$ cat src/rtl/light_conflict_monitor.sv
// Safety monitor between the light sequencer and the lamp drivers; forces flashing amber on any fault.
// Latency: light_in -> lamp_out is 2 clk edges; a violating sample never reaches lamp_out.
// Backpressure: none; one sample is accepted every cycle and fault_clr is a level request.
module light_conflict_monitor #(
  parameter int MAX_GREEN   = 4,
  parameter int WDOG_CYCLES = 268435456,
  parameter int FLASH_HALF  = 25000000
) (
  input  logic        clk,
  input  logic        rst,
  input  logic [29:0] light_in,
  input  logic        fault_clr,
  output logic [29:0] lamp_out,
  output logic        fault,
  output logic [2:0]  fault_code,
  output logic [7:0]  fault_cnt
);

  localparam int          LANES     = 10;
  localparam int          FW        = (FLASH_HALF > 1) ? $clog2(FLASH_HALF) : 1;
  localparam logic [29:0] ALL_RED   = 30'o4444444444;
  localparam logic [29:0] ALL_AMBER = 30'o2222222222;
  localparam logic [29:0] ALL_DARK  = 30'o0000000000;

  typedef enum logic {
    ST_NORMAL = 1'b0,
    ST_FAULT  = 1'b1
  } state_t;

  state_t        r_state;
  state_t        w_state_nxt;

  logic [29:0]   r_in_q;
  logic [29:0]   r_prev_q;
  logic [31:0]   r_wd_cnt;
  logic [FW-1:0] r_flash_cnt;
  logic          r_flash_on;

  logic          w_illegal;
  logic [3:0]    w_green_cnt;
  logic          w_overload;
  logic          w_skip;
  logic          w_same;
  logic          w_wdog;
  logic          w_viol;
  logic [2:0]    w_code;

  logic [29:0]   w_lamp_nxt;
  logic          w_fault_nxt;
  logic [2:0]    w_code_nxt;
  logic [7:0]    w_cnt_nxt;
  logic [31:0]   w_wd_nxt;
  logic [FW-1:0] w_flash_nxt;
  logic          w_flash_on_nxt;

  // Per-lane checks on the registered sample: legal encoding, green count, green->red without amber.
  always_comb begin
    w_illegal   = 1'b0;
    w_green_cnt = 4'd0;
    w_skip      = 1'b0;
    for (int k = 0; k < LANES; k++) begin
      if (!(r_in_q[3*k +: 3] == 3'b100 ||
            r_in_q[3*k +: 3] == 3'b010 ||
            r_in_q[3*k +: 3] == 3'b001)) begin
        w_illegal = 1'b1;
      end
      if (r_in_q[3*k +: 3] == 3'b001) begin
        w_green_cnt = w_green_cnt + 4'd1;
      end
      if (r_prev_q[3*k +: 3] == 3'b001 && r_in_q[3*k +: 3] == 3'b100) begin
        w_skip = 1'b1;
      end
    end
  end

  assign w_overload = ({28'd0, w_green_cnt} > MAX_GREEN);
  assign w_same     = (r_in_q == r_prev_q);
  // This compare is the WDOG_CYCLES-th unchanged one when the count already holds WDOG_CYCLES-1.
  assign w_wdog     = w_same && (r_wd_cnt == 32'(WDOG_CYCLES - 1));
  assign w_viol     = w_illegal || w_overload || w_skip || w_wdog;

  // Lowest-numbered applicable fault wins.
  always_comb begin
    w_code = 3'd0;
    if (w_illegal) begin
      w_code = 3'd1;
    end else if (w_overload) begin
      w_code = 3'd2;
    end else if (w_skip) begin
      w_code = 3'd3;
    end else if (w_wdog) begin
      w_code = 3'd4;
    end
  end

  // Next-state and next-output logic for the NORMAL/FAULT controller.
  always_comb begin
    w_state_nxt    = r_state;
    w_lamp_nxt     = lamp_out;
    w_fault_nxt    = fault;
    w_code_nxt     = fault_code;
    w_cnt_nxt      = fault_cnt;
    w_wd_nxt       = r_wd_cnt;
    w_flash_nxt    = r_flash_cnt;
    w_flash_on_nxt = r_flash_on;
    case (r_state)
      ST_NORMAL: begin
        if (w_viol) begin
          w_state_nxt    = ST_FAULT;
          w_fault_nxt    = 1'b1;
          w_code_nxt     = w_code;
          w_cnt_nxt      = (fault_cnt == 8'hFF) ? fault_cnt : fault_cnt + 8'd1;
          w_lamp_nxt     = ALL_AMBER;
          w_flash_nxt    = '0;
          w_flash_on_nxt = 1'b1;
          w_wd_nxt       = 32'd0;
        end else begin
          w_lamp_nxt = r_in_q;
          w_wd_nxt   = w_same ? r_wd_cnt + 32'd1 : 32'd0;
        end
      end
      ST_FAULT: begin
        w_wd_nxt = 32'd0;
        // Leaving FAULT only needs a well-formed, non-overloaded sample; skip history restarts here.
        if (fault_clr && !w_illegal && !w_overload) begin
          w_state_nxt = ST_NORMAL;
          w_fault_nxt = 1'b0;
          w_code_nxt  = 3'd0;
          w_lamp_nxt  = r_in_q;
        end else if (r_flash_cnt == FW'(FLASH_HALF - 1)) begin
          w_flash_nxt    = '0;
          w_flash_on_nxt = ~r_flash_on;
          w_lamp_nxt     = r_flash_on ? ALL_DARK : ALL_AMBER;
        end else begin
          w_flash_nxt = r_flash_cnt + FW'(1);
        end
      end
      default: begin
        w_state_nxt = ST_FAULT;
        w_fault_nxt = 1'b1;
        w_lamp_nxt  = ALL_AMBER;
      end
    endcase
  end

  // State register.
  always_ff @(posedge clk) begin
    if (rst) begin
      r_state <= ST_NORMAL;
    end else begin
      r_state <= w_state_nxt;
    end
  end

  // Sample pipeline, lamp drive, fault reporting and counters.
  always_ff @(posedge clk) begin
    if (rst) begin
      r_in_q      <= ALL_RED;
      r_prev_q    <= ALL_RED;
      lamp_out    <= ALL_RED;
      fault       <= 1'b0;
      fault_code  <= 3'd0;
      fault_cnt   <= 8'd0;
      r_wd_cnt    <= 32'd0;
      r_flash_cnt <= '0;
      r_flash_on  <= 1'b0;
    end else begin
      r_in_q      <= light_in;
      r_prev_q    <= r_in_q;
      lamp_out    <= w_lamp_nxt;
      fault       <= w_fault_nxt;
      fault_code  <= w_code_nxt;
      fault_cnt   <= w_cnt_nxt;
      r_wd_cnt    <= w_wd_nxt;
      r_flash_cnt <= w_flash_nxt;
      r_flash_on  <= w_flash_on_nxt;
    end
  end

endmodule

$ cat config.mk
export PLATFORM = sky130hd
export DESIGN_NAME = light_conflict_monitor
export DESIGN_NICKNAME = d
export VERILOG_FILES = /design/src/rtl/light_conflict_monitor.sv
export SDC_FILE = /design/constraint.sdc
export NUM_CORES = 1
export LEC_CHECK = 0
export ABC_AREA = 1
export CAP_MARGIN = 15
export CELL_PAD_IN_SITES_DETAIL_PLACEMENT = 1
export CELL_PAD_IN_SITES_GLOBAL_PLACEMENT = 1
export CORE_ASPECT_RATIO = 1.75
export CORE_UTILIZATION = 43
export CTS_CLUSTER_DIAMETER = 50
export DETAILED_ROUTE_END_ITERATION = 7
export GPL_ROUTABILITY_DRIVEN = 0
export PLACE_DENSITY_LB_ADDON = 0.1
export SLEW_MARGIN = 20
export SYNTH_ARGS = -nofsm -noshare
export SYNTH_HDL_FRONTEND = slang
export SYNTH_SLANG_ARGS = --single-unit
$ cat constraint.sdc
create_clock -name clk -period 6.59 [get_ports clk]
set_input_delay 0.9885 -clock clk [delete_from_list [all_inputs] [get_ports clk]]
set_output_delay 0.9885 -clock clk [all_outputs]
set_load 0.02 [all_outputs]
After elaboration in Yosys (flattened, before gate mapping). Cells that the tools add are included. W data, S select, Z words.

Reductions and logical operators: 42. Eq/ne operators: 49. Order comparisons: 1. $mul: 0. Divide/modulo/power cells: 0. Muxes and demuxes: 58. Shift-type cells: 0. $add $sub $neg: 12. Bitwise logic cells: 3.

Operators with widths (number): $mux W30 (3); $mux W25 (3); $mux W32 (2); $pmux W32 S2 (1); $eq A3 B1 Y1 const B (20); $pmux W30 S2 (1); $pmux W25 S2 (1); $add A4 B1 Y4 const B (9); $mux W4 (9); $add A32 B1 Y32 const B (1); $eq A32 B28 Y1 const B (1); $eq A3 B2 Y1 const B (10); $eq A3 B3 Y1 const B (10); $eq A30 B30 Y1 (1); $mux W29 (1); $mux W1 (27); $add A25 B1 Y25 const B (1); $eq A25 B25 Y1 const B (1); $logic_or A1 B1 Y1 (23); $mux W3 (6); $logic_and A1 B1 Y1 (13); $add A8 B1 Y8 const B (1); $eq A8 B8 Y1 const B (1); $pmux W1 S2 (3); 9 further kinds (16).

Bits in read-only memories: 0. Output and inout port bits: 42. Word-level logic and storage cells: 175. Bits of input ports: 33. Bits in registers: 161. Memories: 0. Bits in writable memories: 0. Latch bits: 0.

Logic depth before layout (Yosys ltp).
Word-level depth: 26. Depth in mapped cells: 38. Depth with buffers taken out: 37.

Worst setup path before layout. No wires, ideal clock.

Kind: reg-to-reg. From: reg r_in_q[5]. To: reg r_flash_cnt[11]. Arrival time: 4.906 ns. Path buffers: 1. Clock period less this slack: 5.047 ns. Required time: 6.450 ns. Setup time: 0.140 ns. Cell stages (with the launch flop): 34. Slack: 1.543 ns. Cells stage by stage: dfxtp_1 inv_2 nand3_1 ha_1 nand3_2 nand2_2 inv_1 ha_1 or2_2 nand3_1 nand3_1 and2_1 ha_1 or2_2 nand3_1 nand3_1 nand3_1 nand2_1 ha_1 or2_2 nand2_1 inv_1 ha_1 nand2_1 nand3_1 nand3_2 nand2_4 nor2_8 nand2_8 nand2_8 nand2_4 buf_6 nand2_1 a21oi_2.

Word-level cells in the longest chain between the ends: 24. Elaborated cells between the ends (all ways): 54. Classes of those cells: add/sub: 8; order compare: 1; eq/ne: 6; mux: 27; reduce/logical: 12.

Ends and longest elaborated chain: start: declaration (line 33) `logic [29:0] r_in_q;`; start signal: assignment (line 168) `r_in_q <= light_in;`; $eq A3 B1 Y1 (line 64, 67); $mux W4 (line 67) `if (r_in_q[3*k +: 3] == 3'b001) begin`; $add A4 B1 Y4 (line 68) `w_green_cnt = w_green_cnt + 4'd1;`; $mux W4 (line 67); $add A4 B1 Y4 (line 68); $mux W4 (line 67); $add A4 B1 Y4 (line 68); $mux W4 (line 67); [6 not listed]; $add A4 B1 Y4 (line 68); $mux W4 (line 67); $add A4 B1 Y4 (line 68); $mux W4 (line 67); $gt A4 B3 Y1 (line 76) `assign w_overload = ({28'd0, w_green_cnt} > MAX_GREEN);`; $logic_or A1 B1 Y1 (3 in a row) (line 80) `assign w_viol = w_illegal || w_overload || w_skip || w_wdog;`; $ne A2 B2 Y1 (no source line); $reduce_and A2 Y1 (no source line) *; end signal: assignment (line 175) `r_flash_cnt <= w_flash_nxt;`; end: declaration (line 36) `logic [FW-1:0] r_flash_cnt;`.

Mark *: on every way between the ends. The rest lies on a longest branch, timed or not. A chain may end at the register's enable or synchronous reset.

Final worst setup path.
From: reg r_in_q[3]. To: reg lamp_out[9].

Word-level cells in the longest chain between the ends: 24. Elaborated cells between the ends (all ways): 55. Classes of those cells: add/sub: 8; order compare: 1; eq/ne: 5; mux: 30; reduce/logical: 11.

Ends and longest elaborated chain: $eq A3 B1 Y1 (line 64, 67); $mux W4 (line 67); $add A4 B1 Y4 (line 68); $mux W4 (line 67); $add A4 B1 Y4 (line 68); $mux W4 (line 67); $add A4 B1 Y4 (line 68); $mux W4 (line 67); [6 not listed]; $add A4 B1 Y4 (line 68); $mux W4 (line 67); $add A4 B1 Y4 (line 68); $mux W4 (line 67); $gt A4 B3 Y1 (line 76); $logic_or A1 B1 Y1 (3 in a row) (line 80); $mux W30 (line 108) `if (w_viol) begin`; $pmux W30 S2 (line 106) `case (r_state)`; end signal: assignment (line 170) `lamp_out <= w_lamp_nxt;`; end: declaration (line 13) `output logic [29:0] lamp_out,`.

Parallel ways exist; a longest one is shown, timed or not.

==> flow_metrics.env <==
export IMPL_power_density_nw_per_um2=223
export IMPL_ys_ff_latch=161
export IMPL_vias=8479
export IMPL_drt_wirelength_per_cell_um=17.0
export IMPL_synth_edff_count=0
export IMPL_post_route_min_period_ns=5.95
export IMPL_synth_main_ff_cell="dfxtp_1"
export IMPL_vias_per_cell=5.35
export IMPL_hpwl_um=21000
export IMPL_syn_num_nets=1308
export IMPL_fp_dieH_um=192
export IMPL_cts_sinks=161
export IMPL_worstSetupPathType="reg2reg"
export IMPL_use_met3_pct=3.86
export IMPL_cp_data_required_time_ns=6.95
export IMPL_post_synth_instance_area_um2=8900
export IMPL_ys_async_sr_fraction_pct=0
export IMPL_fin_crit_sh_pct=90.4
export IMPL_critPathSlowestCell="nand2_1"
export IMPL_die_w_um=111
export IMPL_grt_pass1_wl_um=43800
export IMPL_cts_tree="yes"
export IMPL_syn_inst=1264
export IMPL_hold_buffers=0
export IMPL_nNetsFinal=1369
export IMPL_hold_ws_ns=0.460
export IMPL_critPathCaptureType="flop"
export IMPL_ios=75
export IMPL_antenna_found_initial=0
export IMPL_num_fill_cells=2662
export IMPL_power_leakage_uw=0.00405
export IMPL_grt_use_met2_pct=52.5
export IMPL_holdCritPathClass="reg2reg"
export IMPL_crit_family="simple AND/OR/NAND/NOR gates"
export IMPL_cts_clk_slew_worst_paths_ns=0.07
export IMPL_timing_rr_end="lamp_out[9]$_SDFFE_PP0P_"
export IMPL_overflow=0
export IMPL_clock_skew_ns=0.0131
export IMPL_antenna_left=0
export IMPL_drt_iter0_markers=299
export IMPL_syn_avg_cell_area_um2=7.04
export IMPL_r2r_start="r_in_q[3]$_SDFF_PP0_"
export IMPL_crit_start="r_in_q[3]$_SDFF_PP0_"
export IMPL_post_place_ws_ns=0.627
export IMPL_hold_viol=0
export IMPL_fmax_mhz=168
export IMPL_status="completed"
export IMPL_clockBufferDepth=2
export IMPL_dieArea_um2=21300
export IMPL_path_depth=33
export IMPL_port_buffers=74
export IMPL_met1_usage_pct=24.4
export IMPL_clock_latency_ns=0.44
export IMPL_path_buf_inv=3
export IMPL_crit_path_max_incr_delay_ns=0.48
export IMPL_maxSlewViolCount=0
export IMPL_cap_violations=0
export IMPL_crit_end="lamp_out[9]$_SDFFE_PP0P_"
export IMPL_start_util_pct=43.9
export IMPL_ir_drop_mv=0.189
export IMPL_drc_errors=0
export IMPL_setup_ws_ns=0.635
export IMPL_crit_fanout=14
export IMPL_grtUsageTotal_pct=26.2
export IMPL_rsz0062_at_grt="false"
export IMPL_utilization_pct=51.1
export IMPL_htreeDepth=4
export IMPL_synth_top_cell_area_share_pct=36.2
export IMPL_core_um2=20300
export IMPL_antenna_cells=0
export IMPL_cp_arrival_ns=6.32
export IMPL_timing_worst_slew_pin_value_ns=0.889
export IMPL_grt_max_degree=54
export IMPL_cts_root_buf="clkbuf_16"
export IMPL_synth_yosys_seq_area_share_pct=36.2
export IMPL_drive_above_1_share_pct=11.9
export IMPL_grt_pass1_vias=8749
export IMPL_synth_distinct_cells=51
export IMPL_cts_setup_buffers=0
export IMPL_cts_resized=0
export IMPL_routed_wl_um=27000
export IMPL_synth_warnings=0
export IMPL_crit_top_cell="nand2_1"
export IMPL_relSlewSlack_pct=40.3
export IMPL_dp_cells=1554
export IMPL_tns_ns=0
export IMPL_rows=69
export IMPL_numCtsBuffers=17
export IMPL_synth_area_leaders="dfxtp_1 36%, nand2_1 11%, nand3_1 6.6%"
export IMPL_worst_setup_path_start_kind="flop"
export IMPL_setup_violations=0
export IMPL_yosys_area_top_type="dfxtp_1"
export IMPL_reg2reg_slack_ns=0.64
export IMPL_grt_busiest_layer="met2"
export IMPL_rr_worst_depth=33
export IMPL_first_pass_iters=5
export IMPL_finalNonFillerCells=1586
export IMPL_syn2layout_area_growth_pct=16.5
## where the power goes
group          total (µW)  internal, µW  switching (µW)  leakage [µW]
clock network        1020           569             447      0.000282
logic                 257          96.8             160       0.00245
registers            1040          1010            35.5       0.00132
## cell families (layout without fill, tap and decap cells)
family	count (synthesis)	count (layout)	synth area share (%)
simple gates	735	735	41.0
buf+inv	205	279	9.49
flops	161	161	36.2
compound gates	106	106	7.22
xor+xnor	46	46	4.53
fa+ha+maj	11	11	1.55
## cell type report
cell class / instances / area, µm² / area share [%]
multi-input cells: 898 / 4830 / 46.6
flip-flops and latches: 161 / 3220 / 31.1
repair buffers: 80 / 783 / 7.55
inverters: 167 / 627 / 6.04
clock buffers: 17 / 425 / 4.10
well taps: 248 / 310 / 2.99
clock inverters: 15 / 170 / 1.64
## synthesized netlist by cell type (4+ instances only)
cell type,count
nor3b_2,6
a21oi_2,15
nand3_2,27
xor2_1,28
inv_1,149
dfxtp_1,161
nand4_1,34
or2_2,22
o22ai_1,6
inv_2,16
clkbuf_1,21
nor4_1,20
a21oi_1,45
nor2_1,147
o21ai_0,22
nor3_1,42
xnor2_1,18
nand2_4,8
nor3b_1,5
nor2_2,6
nand2_1,272
buf_6,4
nand2_2,9
nand3_1,118
nand3b_1,4
ha_1,11
buf_2,5
## through the flow
step	cell area (µm²)	power [µW]
floorplan	8900	1220
global placement	9780	1320
detailed placement	9780	1320
finish	10400	2310
CTS	10400	2340
global route	10400	2410
## flip-flops by register name, summed over array words and instances (netlist names)
register / count
r_wd_cnt: 32
lamp_out: 30
r_in_q: 30
r_prev_q: 30
r_flash_cnt: 25
fault_cnt: 8
fault_code: 3
fault: 1
r_flash_on: 1
r_state: 1
## cell usage in the layout (no fill, tap or decap), drive strengths merged
cell type | Yosys | routed
or2 | 22 | 22
nor2 | 157 | 157
o211ai | 3 | 3
a2111oi | 3 | 3
nand3 | 146 | 146
buf | 17 | 7
o2111ai | 2 | 2
xnor2 | 18 | 18
nor4 | 21 | 21
and2 | 3 | 3
a21oi | 60 | 60
nand3b | 4 | 4
o21ai | 25 | 25
dfxtp | 161 | 161
nor3b | 11 | 11
nor3 | 43 | 43
clkinv | 2 | 3
clkbuf | 21 | 17
a211oi | 3 | 3
nand2 | 291 | 291
clkdlybuf4s50 | 0 | 73
bufinv | 0 | 2
inv | 165 | 173
nor4b | 1 | 1
clkinvlp | 0 | 4
nand4 | 35 | 35
ha | 11 | 11
or4 | 1 | 1
o221ai | 1 | 1
a41oi | 1 | 1
xor2 | 28 | 28
o22ai | 6 | 6
a31oi | 2 | 2
## worst reg2reg max path: cells and delay by family, from the launching register on
| family | cells | cell delay, ns |
|---|---|---|
| simple gates | 24 | 3.44 |
| fa+ha+maj | 5 | 1.47 |
| flops | 1 | 0.45 |
| buf+inv | 3 | 0.39 |
| compound gates | 1 | 0.12 |
## per-layer routing
metal / up-vias / wire length [µm] / share of wire [%]
met4: 0 / 1560 / 5.8
met3: 74 / 471 / 1.7
met5: - / 0 / 0
li1: 4222 / - / -
met2: 125 / 15100 / 56
met1: 4058 / 9820 / 36
## how the worst min path moves through the flow
stage                                       from                        end  slack, ns  cells past startpoint
after floorplan           r_wd_cnt[0]$_SDFF_PP0_     r_wd_cnt[0]$_SDFF_PP0_       0.43                      1
after global placement    r_wd_cnt[0]$_SDFF_PP0_     r_wd_cnt[0]$_SDFF_PP0_       0.44                      1
after detailed placement  r_wd_cnt[0]$_SDFF_PP0_     r_wd_cnt[0]$_SDFF_PP0_       0.45                      1
after CTS                 r_wd_cnt[0]$_SDFF_PP0_     r_wd_cnt[0]$_SDFF_PP0_       0.47                      1
after global routing       r_in_q[24]$_SDFF_PP0_  lamp_out[24]$_SDFFE_PP0P_       0.50                      2
final                     r_wd_cnt[0]$_SDFF_PP0_     r_wd_cnt[0]$_SDFF_PP0_       0.46                      1
Note: power is estimated with default switching activity, not from simulation.
